[config.mk]
export PLATFORM = sky130hd
export DESIGN_NAME = filter_kernel_sequencer
export DESIGN_NICKNAME = d
export VERILOG_FILES = /design/src/rtl/filter_kernel_sequencer.sv
export SDC_FILE = /design/constraint.sdc
export NUM_CORES = 1
export LEC_CHECK = 0
export ABC_AREA = 1
export BUFFER_PORTS_ARGS = -buffer_cell sky130_fd_sc_hd__buf_2
export CAP_MARGIN = 20
export CORE_ASPECT_RATIO = 1.4
export CORE_MARGIN = 4
export CORE_UTILIZATION = 47
export CTS_CLUSTER_SIZE = 10
export DETAILED_ROUTE_END_ITERATION = 6
export PLACE_DENSITY = 0.78
export SYNTH_ARGS = -nofsm -noshare
export SYNTH_HDL_FRONTEND = slang
export SYNTH_SLANG_ARGS = --single-unit
[constraint.sdc]
create_clock -name clk_in -period 1.98 [get_ports clk_in]
set_input_delay 0.198 -clock clk_in [delete_from_list [all_inputs] [get_ports clk_in]]
set_output_delay 0.198 -clock clk_in [all_outputs]
set_load 0.01 [all_outputs]
[src/rtl/filter_kernel_sequencer.sv]
// filter_kernel_sequencer: arbitrates kernel-select requests from two requesters,
// applies the winning config at a frame boundary and holds bypass during line-buffer warm-up.
module filter_kernel_sequencer #(
  parameter int unsigned HRES           = 1280,
  parameter int unsigned VRES           = 720,
  parameter int unsigned KERNEL_SIZE    = 3,
  parameter logic [2:0]  DEFAULT_KERNEL = 3'd0
) (
  input  logic        clk_in,
  input  logic        rst_in,
  input  logic        req_a_in,
  input  logic [2:0]  cfg_a_in,
  input  logic        req_b_in,
  input  logic [2:0]  cfg_b_in,
  output logic        grant_a_out,
  output logic        grant_b_out,
  input  logic        data_valid_in,
  input  logic [10:0] hcount_in,
  input  logic [9:0]  vcount_in,
  output logic        data_valid_out,
  output logic [10:0] hcount_out,
  output logic [9:0]  vcount_out,
  output logic [2:0]  kernel_sel_out,
  output logic        bypass_out,
  output logic        busy_out,
  output logic [7:0]  frame_count_out
);

  localparam int unsigned HCW = 11;
  localparam int unsigned VCW = 10;
  localparam int unsigned LCW = (KERNEL_SIZE > 2) ? $clog2(KERNEL_SIZE) : 1;

  localparam logic [HCW-1:0] LAST_COL   = HCW'(HRES - 1);
  localparam logic [LCW:0]   WARM_LINES = (LCW + 1)'(KERNEL_SIZE - 1);

  localparam logic [1:0] IDLE    = 2'd0;
  localparam logic [1:0] PENDING = 2'd1;
  localparam logic [1:0] WARMUP  = 2'd2;

  // Parameter sanity: timing counters are fixed-width and warm-up needs at least one line.
  if (HRES < 2 || HRES > 2048 || VRES < 1 || VRES > 1024 || KERNEL_SIZE < 2) begin : g_param_check
    $error("filter_kernel_sequencer: unsupported HRES/VRES/KERNEL_SIZE");
  end

  logic [1:0]     state_q, state_d;
  logic [2:0]     pending_q, pending_d;
  logic [2:0]     ksel_d;
  logic           bypass_d;
  logic [LCW-1:0] line_cnt_q, line_cnt_d;
  logic [LCW:0]   line_inc_c;
  logic           ptr_b_q, ptr_b_d;
  logic           frame_start_c, line_end_c;
  logic           eligible_c, grant_a_c, grant_b_c;

  // Pixel-stream event decode.
  assign frame_start_c = data_valid_in && (hcount_in == '0) && (vcount_in == '0);
  assign line_end_c    = data_valid_in && (hcount_in == LAST_COL);
  assign line_inc_c    = {1'b0, line_cnt_q} + (LCW + 1)'(1);

  // Round-robin arbitration; ptr_b_q=1 means B wins the next tie.
  assign eligible_c = ((state_q == IDLE) || (state_q == PENDING)) && !frame_start_c;
  assign grant_a_c  = eligible_c && req_a_in && (!req_b_in || !ptr_b_q);
  assign grant_b_c  = eligible_c && req_b_in && (!req_a_in || ptr_b_q);

  // Next-state and next-output logic.
  always_comb begin
    state_d    = state_q;
    pending_d  = pending_q;
    ksel_d     = kernel_sel_out;
    bypass_d   = bypass_out;
    line_cnt_d = line_cnt_q;
    ptr_b_d    = ptr_b_q;

    if (grant_a_c) begin
      pending_d = cfg_a_in;
      ptr_b_d   = 1'b1;
    end else if (grant_b_c) begin
      pending_d = cfg_b_in;
      ptr_b_d   = 1'b0;
    end

    case (state_q)
      IDLE: begin
        if (grant_a_c || grant_b_c) begin
          state_d = PENDING;
        end
      end
      PENDING: begin
        if (frame_start_c) begin
          ksel_d     = pending_q;
          bypass_d   = 1'b1;
          line_cnt_d = '0;
          state_d    = WARMUP;
        end
      end
      WARMUP: begin
        if (frame_start_c) begin
          line_cnt_d = '0;
        end else if (line_end_c) begin
          if (line_inc_c == WARM_LINES) begin
            line_cnt_d = '0;
            bypass_d   = 1'b0;
            state_d    = IDLE;
          end else begin
            line_cnt_d = line_inc_c[LCW-1:0];
          end
        end
      end
      default: begin
        state_d  = IDLE;
        bypass_d = 1'b0;
      end
    endcase
  end

  // State register and registered outputs with synchronous active-low reset.
  always_ff @(posedge clk_in) begin
    if (!rst_in) begin
      state_q         <= IDLE;
      pending_q       <= DEFAULT_KERNEL;
      line_cnt_q      <= '0;
      ptr_b_q         <= 1'b0;
      kernel_sel_out  <= DEFAULT_KERNEL;
      bypass_out      <= 1'b0;
      busy_out        <= 1'b0;
      grant_a_out     <= 1'b0;
      grant_b_out     <= 1'b0;
      data_valid_out  <= 1'b0;
      hcount_out      <= '0;
      vcount_out      <= '0;
      frame_count_out <= '0;
    end else begin
      state_q         <= state_d;
      pending_q       <= pending_d;
      line_cnt_q      <= line_cnt_d;
      ptr_b_q         <= ptr_b_d;
      kernel_sel_out  <= ksel_d;
      bypass_out      <= bypass_d;
      busy_out        <= (state_d == PENDING);
      grant_a_out     <= grant_a_c;
      grant_b_out     <= grant_b_c;
      data_valid_out  <= data_valid_in;
      hcount_out      <= hcount_in;
      vcount_out      <= VCW'(vcount_in);
      frame_count_out <= frame_count_out + 8'(frame_start_c);
    end
  end

endmodule

Word-level counts from Yosys, hierarchy flattened
Index checks and enable logic that the tools add are counted.
{"block": "totals", "out_inout_bits": 37, "word_cells": 70, "ff_bits": 45, "input_bits": 32}
{"block": "op_classes", "eq_ne": 10, "reduce_logical": 24, "bitwise": 1, "mux": 20, "n_addsub": 2}
{"cell": "$mux 2", "n": 9}
{"cell": "$eq 11x11->1 const B", "n": 1}
{"cell": "$logic_not 11->1", "n": 1}
{"cell": "$logic_not 10->1", "n": 1}
{"cell": "$add 8x1->8", "n": 1}
{"cell": "$logic_and 1x1->1", "n": 8}
{"cell": "$ne 2x2->1 const B", "n": 4}
{"cell": "$mux 1", "n": 6}
{"cell": "$mux 3", "n": 2}
{"cell": "$pmux 2 s3", "n": 1}
{"cell": "$reduce_and 5->1", "n": 1}
{"cell": "$eq 2x1->1 const B", "n": 2}
{"cell": "$logic_not 1->1", "n": 4}
{"cell": "$logic_or 1x1->1", "n": 4}
{"cell": "$pmux 2 s2", "n": 1}
{"cell": "$reduce_bool 2->1", "n": 2}
{"cell": "$add 2x1->3 const B", "n": 1}
{"cell": "$eq 3x2->1 const B", "n": 1}
{"cell": "$ne 3x3->1 const B", "n": 1}
{"cell": "$pmux 1 s3", "n": 1}
{"cell": "$reduce_and 3->1", "n": 1}
{"cell": "$eq 2x2->1 const B", "n": 1}
{"cell": "$logic_not 2->1", "n": 1}
{"cell": "$reduce_and 2->1", "n": 1}
{"cell": "$not 1->1", "n": 1}

Longest topological paths before layout
Gate-level depths: netlist of run 1.
{"block": "logic_depth", "depth_word": 11, "mapped_depth": 13, "ltp_nobuf": 13}

Least setup slack after synthesis of run 1
OpenSTA, ideal clock, no wires.
{"block": "synth_timing", "path_kind": "input port to flip-flop", "start": "input port hcount_in[9]", "end": "register frame_count_out[7]", "path_buffers": 0, "t_required_ns": 1.851, "setup_time_ns": 0.129, "arrival_ns": 1.600, "setup_slack_ns": 0.251, "cell_stages": 11, "path_cell_list": "or2_4 > nor2_4 > nand3_4 > inv_2 > ha_1 > nand3_1 > nor3_1 > nand2_1 > nor2_1 > xnor2_1 > nor2_1"}
{"block": "synth_between", "elab_chain_cells": 4}
{"item": "start, declared", "line": "18", "text": "input logic [10:0] hcount_in,"}
{"item": "$logic_not 11->1", "line": "56", "text": "assign frame_start_c = data_valid_in && (hcount_in == '0) && (vcount_in == '0);"}
{"item": "$logic_and 1x1->1 (2 in a row)", "line": "56"}
{"item": "$add 8x1->8", "line": "145", "text": "frame_count_out <= frame_count_out + 8'(frame_start_c);"}
{"item": "end signal, assigned", "line": "145"}
{"item": "end, declared", "line": "26", "text": "output logic [7:0] frame_count_out"}
No other way between the ends.
A chain may end at the register's enable or synchronous reset.

Final worst setup path of run 1
Same ends and word-level chain as after synthesis.

==> flow_metrics.env, run 1 <==
export IMPL_dp_hpwl_mm=2.898
export IMPL_reg2reg_slack_ns=0.58
export IMPL_slew_viol_final=0
export IMPL_p_leak_nw=1.250
export IMPL_hold_viol_final=0
export IMPL_dieArea_um2=4757
export IMPL_finish_utilization_pct=63.68
export IMPL_place_ws_ns=0.06979
export IMPL_ctsHoldBuffers=0
export IMPL_ys_seq_area_share_pct=51.72
export IMPL_clockRootBuffer="clkbuf_8"
export IMPL_period_share_pct=80.67
export IMPL_max_stage_delay_ns=0.25
export IMPL_syn_nets=263
export IMPL_grt_pass1_wl_mm=5.947
export IMPL_startpoint_type="primary input"
export IMPL_gr_total_overflow=0
export IMPL_cp_arrival_ns=1.77
export IMPL_io_pins=69
export IMPL_rows=25
export IMPL_filler_cell_count=329
export IMPL_worstSetupEndpointType="register"
export IMPL_clockBufferDepth=2
export IMPL_ir_drop_uv=609.0
export IMPL_ys_types=25
export IMPL_worstPathRequired_ns=2.16
export IMPL_drtIter0Drc=32
export IMPL_worstHoldStart="vcount_in[5]"
export IMPL_numCtsBuffers=5
export IMPL_setup_slack_ns=0.3828
export IMPL_multiInputGateArea_um2=670.6
export IMPL_slew_headroom_pct=71.08
export IMPL_dieHeight_um=80.03
export IMPL_crit_path_cell_trace="buf_2, or2_4, nor2_4, nand3_4, inv_2, ha_1, nand3_1, nor3_1, nand2_1, nor2_1, xnor2_1, nor2_1"
export IMPL_grt_max_degree=23
export IMPL_path_delay_family="simple AND/OR/NAND/NOR gates"
export IMPL_min_path_cells=3
export IMPL_synth_avg_cell_area_um2=7.606
export IMPL_syn_instance_count=229
export IMPL_nets=335
export IMPL_wl_per_cell_um=10.44
export IMPL_cp_common_cell="nor2_1"
export IMPL_reg2reg_to="frame_count_out[7]"
export IMPL_synth_area_um2=1742
export IMPL_dr_pass1_iters=4
export IMPL_start_util_pct=50.16
export IMPL_ys_ff_latch=45
export IMPL_worst_slew_pin_slew_ns=0.4284
export IMPL_fin_crit_ns=1.597
export IMPL_setup_tns_final_ns=0
export IMPL_max_freq_mhz=626.1
export IMPL_rsz0062_at_grt="false"
export IMPL_finalPower_w=0.001643
export IMPL_crit_fanout=3
export IMPL_grt_pass1_vias=1466
export IMPL_h_tree_depth=2
export IMPL_post_cts_buffers=0
export IMPL_drive_gt1_share_pct=29.47
export IMPL_core_um2=3472
export IMPL_insertion_delay_ns=0.29
export IMPL_path_class="in2reg"
export IMPL_whs_ns=0.09624
export IMPL_r2r_start="frame_count_out[0]"
export IMPL_drc=0
export IMPL_totalWireLength_mm=3.572
export IMPL_min_path_type="in2reg"
export IMPL_maxCapViolCount=0
export IMPL_place_congestion=0.7440
export IMPL_setup_viol=0
export IMPL_hold_end="vcount_out[5]"
export IMPL_port_buffers=68
export IMPL_grtUsageTotal_pct=16.43
export IMPL_power_density_nw_per_um2=743.1
export IMPL_synth_warnings=0
export IMPL_regArea_um2=900.9
export IMPL_routed_via_density=4.579
export IMPL_vias=1566
export IMPL_cts_sinks=45
export IMPL_clkTransAtPathRegs_ns=0.08
export IMPL_ant_nets=0
export IMPL_yosysTopAreaCell="dfxtp_1"
export IMPL_ff2ff_path_depth=7
export IMPL_areaGrowthSynthToFinish_pct=26.94
export IMPL_cp_slowest_cell="or2_4"
export IMPL_critPathBufInv=2
export IMPL_fp_dieW_um=59.45
export IMPL_cts_resized=0
export IMPL_synth_area_top_cells="dfxtp_1, nand2_1, nor2_1"
export IMPL_fin_skew_ns=0.007319
export IMPL_antenna_found_initial=0
export IMPL_cts_tree="yes"
export IMPL_synth_top_cell_area_share_pct=51.72
export IMPL_n_antenna_cell=0
export IMPL_status="completed"
worst max-delay path by stage:
stage	start	end	cells past startpoint
2_1_floorplan	hcount_in[9]	frame_count_out[7]	11
3_3_place_gp	hcount_in[9]	frame_count_out[7]	12
3_5_place_dp	hcount_in[9]	frame_count_out[7]	12
4_1_cts	hcount_in[9]	frame_count_out[7]	12
5_1_grt	vcount_in[5]	frame_count_out[6]	13
6_report	hcount_in[9]	frame_count_out[7]	12
worst min-delay path, delay by kind of cell:
family	cells	cell delay (ns)
simple gates	1	0.04
buf+inv	2	0.13
synthesized netlist by cell type:
cell type,n
nand2_2,1
xnor2_1,1
nand2_1,55
nand3b_1,1
a21oi_2,1
nor2_4,2
dfxtp_1,45
ha_1,2
o21ai_0,6
inv_2,2
nand3_1,9
inv_1,38
a21oi_1,7
a21boi_2,1
buf_2,1
or2_4,1
nand3_2,3
clkbuf_1,4
nor2_1,41
xor2_1,1
nor3_1,1
o311ai_0,1
nand4_1,3
nand3_4,1
o211ai_2,1
cells in the final DEF (no fill, tap or decap), drive strengths merged:
cell type,netlist,layout
nand2,56,56
nor2,43,43
nor3,1,1
inv,40,40
nand4,3,3
buf,1,70
a21oi,8,8
ha,2,2
xnor2,1,1
xor2,1,1
nand3,13,13
dfxtp,45,45
clkinvlp,0,1
o21ai,6,6
nand3b,1,1
or2,1,1
o211ai,1,1
o311ai,1,1
a21boi,1,1
clkbuf,4,7
state kept, by name (all words and copies together), names as in the netlist:
name / count
busy_out: 1
bypass_out: 1
data_valid_out: 1
frame_count_out: 8
grant_a_out: 1
grant_b_out: 1
hcount_out: 11
kernel_sel_out: 3
line_cnt_q: 2
pending_q: 3
ptr_b_q: 1
state_q: 2
vcount_out: 10
logic make-up (layout without fill, tap and decap cells):
| group | count (synthesis) | in the layout | share of synthesized area, % |
|---|---|---|---|
| XOR/XNOR | 2 | 2 | 1.006 |
| buffers and inverters | 45 | 118 | 9.770 |
| adder cells (fa/ha/maj) | 2 | 2 | 1.437 |
| flip-flops | 45 | 45 | 51.72 |
| AO/OA/AOI/OAI | 17 | 17 | 6.106 |
| AND/OR/NAND/NOR | 118 | 118 | 29.96 |
power by group:
group	total, W	switching (W)	internal [W]
clock network	0.000533	0.000283	0.000250
registers	0.000951	0.0000116	0.000939
logic	0.000159	0.0000900	0.0000690
total	0.00164	0.000385	0.00126
through the flow:
step,instance area [µm²],std cells
floorplan,1742,229
global placement,2127,334
detailed placement,2127,334
CTS,2211,342
global route,2211,342
finish,2211,342
routing by layer:
layer | up-vias | share of wire, % | GRT usage (%)
met5 | - | 0 | 0
met4 | 0 | 2.2 | 7.483
met3 | 8 | 8.2 | 5.663
met2 | 50 | 52 | 30.09
met1 | 676 | 37 | 15.82
li1 | 832 | - | -
area by class of cell:
cell class,instances,share of cell area [%]
Inverter,40,6.791
Clock inverter,1,0.3396
Clock buffer,7,3.452
Timing Repair Buffer,70,16.07
Tap cell,40,2.264
Multi-Input combinational cell,139,30.33
Sequential cell,45,40.75
No activity file was read; power rests on OpenSTA's default activity.
==> run 2: changes to the inputs <==
--- a/config.mk
+++ b/config.mk
@@ -10,10 +10,10 @@
 export CAP_MARGIN = 20
 export CORE_ASPECT_RATIO = 1.4
 export CORE_MARGIN = 4
-export CORE_UTILIZATION = 47
+export CORE_UTILIZATION = 43
 export CTS_CLUSTER_SIZE = 10
 export DETAILED_ROUTE_END_ITERATION = 6
-export PLACE_DENSITY = 0.78
+export PLACE_DENSITY = 0.75
 export SYNTH_ARGS = -nofsm -noshare
 export SYNTH_HDL_FRONTEND = slang
 export SYNTH_SLANG_ARGS = --single-unit
==> constraint.sdc (replaced) <==
create_clock -name clk_in -period 1.35 [get_ports clk_in]
set_input_delay 0.135 -clock clk_in [delete_from_list [all_inputs] [get_ports clk_in]]
set_output_delay 0.135 -clock clk_in [all_outputs]
set_load 0.01 [all_outputs]
==> flow_metrics.env, run 2 (synthesized netlist as in run 1, its figures left out) <==
export IMPL_dieArea_um2=5147
export IMPL_n_antenna_cell=0
export IMPL_grt_max_degree=23
export IMPL_failed_checks="negative setup slack"
export IMPL_dieHeight_um=83.30
export IMPL_largest_register_ffs=11
export IMPL_setup_viol=3
export IMPL_grtUsageTotal_pct=16.12
export IMPL_rsz0062_at_grt="true"
export IMPL_place_ws_ns=-0.4466
export IMPL_routed_via_density=4.471
export IMPL_regArea_um2=900.9
export IMPL_setup_slack_ns=-0.08802
export IMPL_ctsHoldBuffers=0
export IMPL_insertion_delay_ns=0.29
export IMPL_grt_pass1_wl_mm=6.486
export IMPL_clockRootBuffer="clkbuf_8"
export IMPL_core_um2=3919
export IMPL_port_buffers=68
export IMPL_crit_fanout=2
export IMPL_slew_viol_final=0
export IMPL_cts_tree="yes"
export IMPL_worstPathRequired_ns=1.53
export IMPL_cts_sinks=45
export IMPL_path_class="in2reg"
export IMPL_startpoint_type="primary input"
export IMPL_period_share_pct=106.5
export IMPL_clkTransAtPathRegs_ns=0.08
export IMPL_io_pins=69
export IMPL_mostFrequentLayoutCell="buf_2"
export IMPL_wl_per_cell_um=10.57
export IMPL_min_path_type="in2reg"
export IMPL_areaGrowthSynthToFinish_pct=47.99
export IMPL_p_leak_nw=1.440
export IMPL_power_density_nw_per_um2=983.6
export IMPL_fin_skew_ns=0.005134
export IMPL_gr_total_overflow=0
export IMPL_h_tree_depth=2
export IMPL_rows=27
export IMPL_drc=0
export IMPL_totalWireLength_mm=3.953
export IMPL_ant_nets=0
export IMPL_fin_crit_ns=1.438
export IMPL_filler_cell_count=332
export IMPL_dr_pass1_iters=4
export IMPL_numCtsBuffers=5
export IMPL_nets=364
export IMPL_drtIter0Drc=56
export IMPL_finalPower_w=0.002535
export IMPL_drive_gt1_share_pct=41.39
export IMPL_top_register="hcount_out"
export IMPL_top_regs="hcount_out x11, vcount_out x10, frame_count_out x8"
export IMPL_hold_viol_final=0
export IMPL_maxCapViolCount=0
export IMPL_worst_slew_pin_slew_ns=0.4087
export IMPL_clockBufferDepth=2
export IMPL_multiInputGateArea_um2=772.0
export IMPL_fp_dieW_um=61.79
export IMPL_ir_drop_uv=874.9
export IMPL_max_freq_mhz=695.4
export IMPL_final_cell_mix="buf_2, nand2_1, dfxtp_1"
export IMPL_grt_pass1_vias=1617
export IMPL_worstSetupEndpointType="register"
export IMPL_whs_ns=0.008049
export IMPL_cp_arrival_ns=1.62
export IMPL_dp_hpwl_mm=2.955
export IMPL_place_congestion=0.7534
export IMPL_start_util_pct=44.44
export IMPL_antenna_found_initial=0
export IMPL_vias=1672
export IMPL_status="finished, violations left"
export IMPL_slew_headroom_pct=72.41
[run 2: cell types whose count changed in the layout (fill, tap and decap cells not counted), sizes merged]
cell	previous run	this run
buf	70	99
clkbuf	7	6
clkinv	0	2
inv	40	39
[run 2: report_power, final]
part / switching [W] / internal [W]
clock: 0.000441 / 0.000415
combinational: 0.000145 / 0.000141
sequential: 0.0000161 / 0.00138
[run 2: metrics by stage]
step | cells | instance area (µm²) | util (%) | setup TNS, ns
CTS | 367 | 2451 | 62.55 | -0.02783
detailed placement | 357 | 2306 | 58.84 | -1.911
floorplan | 229 | 1767 | - | -0.7262
finish | 374 | 2577 | 65.77 | -0.2004
global route | 374 | 2577 | 65.77 | -0.5132
global placement | 357 | 2306 | 58.84 | -1.441
[run 2: worst paths after layout]
check                startpoint                  to  slack (ns)  cells after the start
min reg2reg       line_cnt_q[1]       line_cnt_q[1]        0.44                      2
max                hcount_in[9]  frame_count_out[7]       -0.09                     12
min                hcount_in[9]       hcount_out[9]       0.008                      3
max reg2reg  frame_count_out[0]  frame_count_out[7]       -0.04                      7
[run 2: cell type report]
| class | count | share of cell area [%] |
|---|---|---|
| inverter | 40 | 6.068 |
| clock buffer | 6 | 3.204 |
| clock inverter | 2 | 0.5340 |
| timing repair buffer | 99 | 23.20 |
| tap | 43 | 2.087 |
| multi-input combinational | 139 | 29.95 |
| sequential | 45 | 34.95 |
[run 2: critical path: stages]
cell,delay [ns]
buf_6,0.09
or2_4,0.25
nor2_4,0.12
nand3_4,0.09
inv_4,0.07
ha_4,0.13
nand3_4,0.09
nor3_4,0.21
nand2_2,0.09
nor2_2,0.14
xnor2_1,0.14
nor2_1,0.06
[run 2: what timing repair did]
| item | 4_1_cts | 5_1_grt |
|---|---|---|
| endpoints found under the setup margin | 3 | 6 |
| gates resized for setup | 7 | 18 |
| buffers inserted | 2 | 7 |
| pin swaps | 10 | 18 |
[run 2: routing by layer]
layer	vias up	part of all wire [%]	global-route usage, %
li1	892	-	-
met3	6	8.2	4.666
met2	49	54	30.03
met1	725	37	16.18
met4	0	1.4	4.633
met5	-	0	0
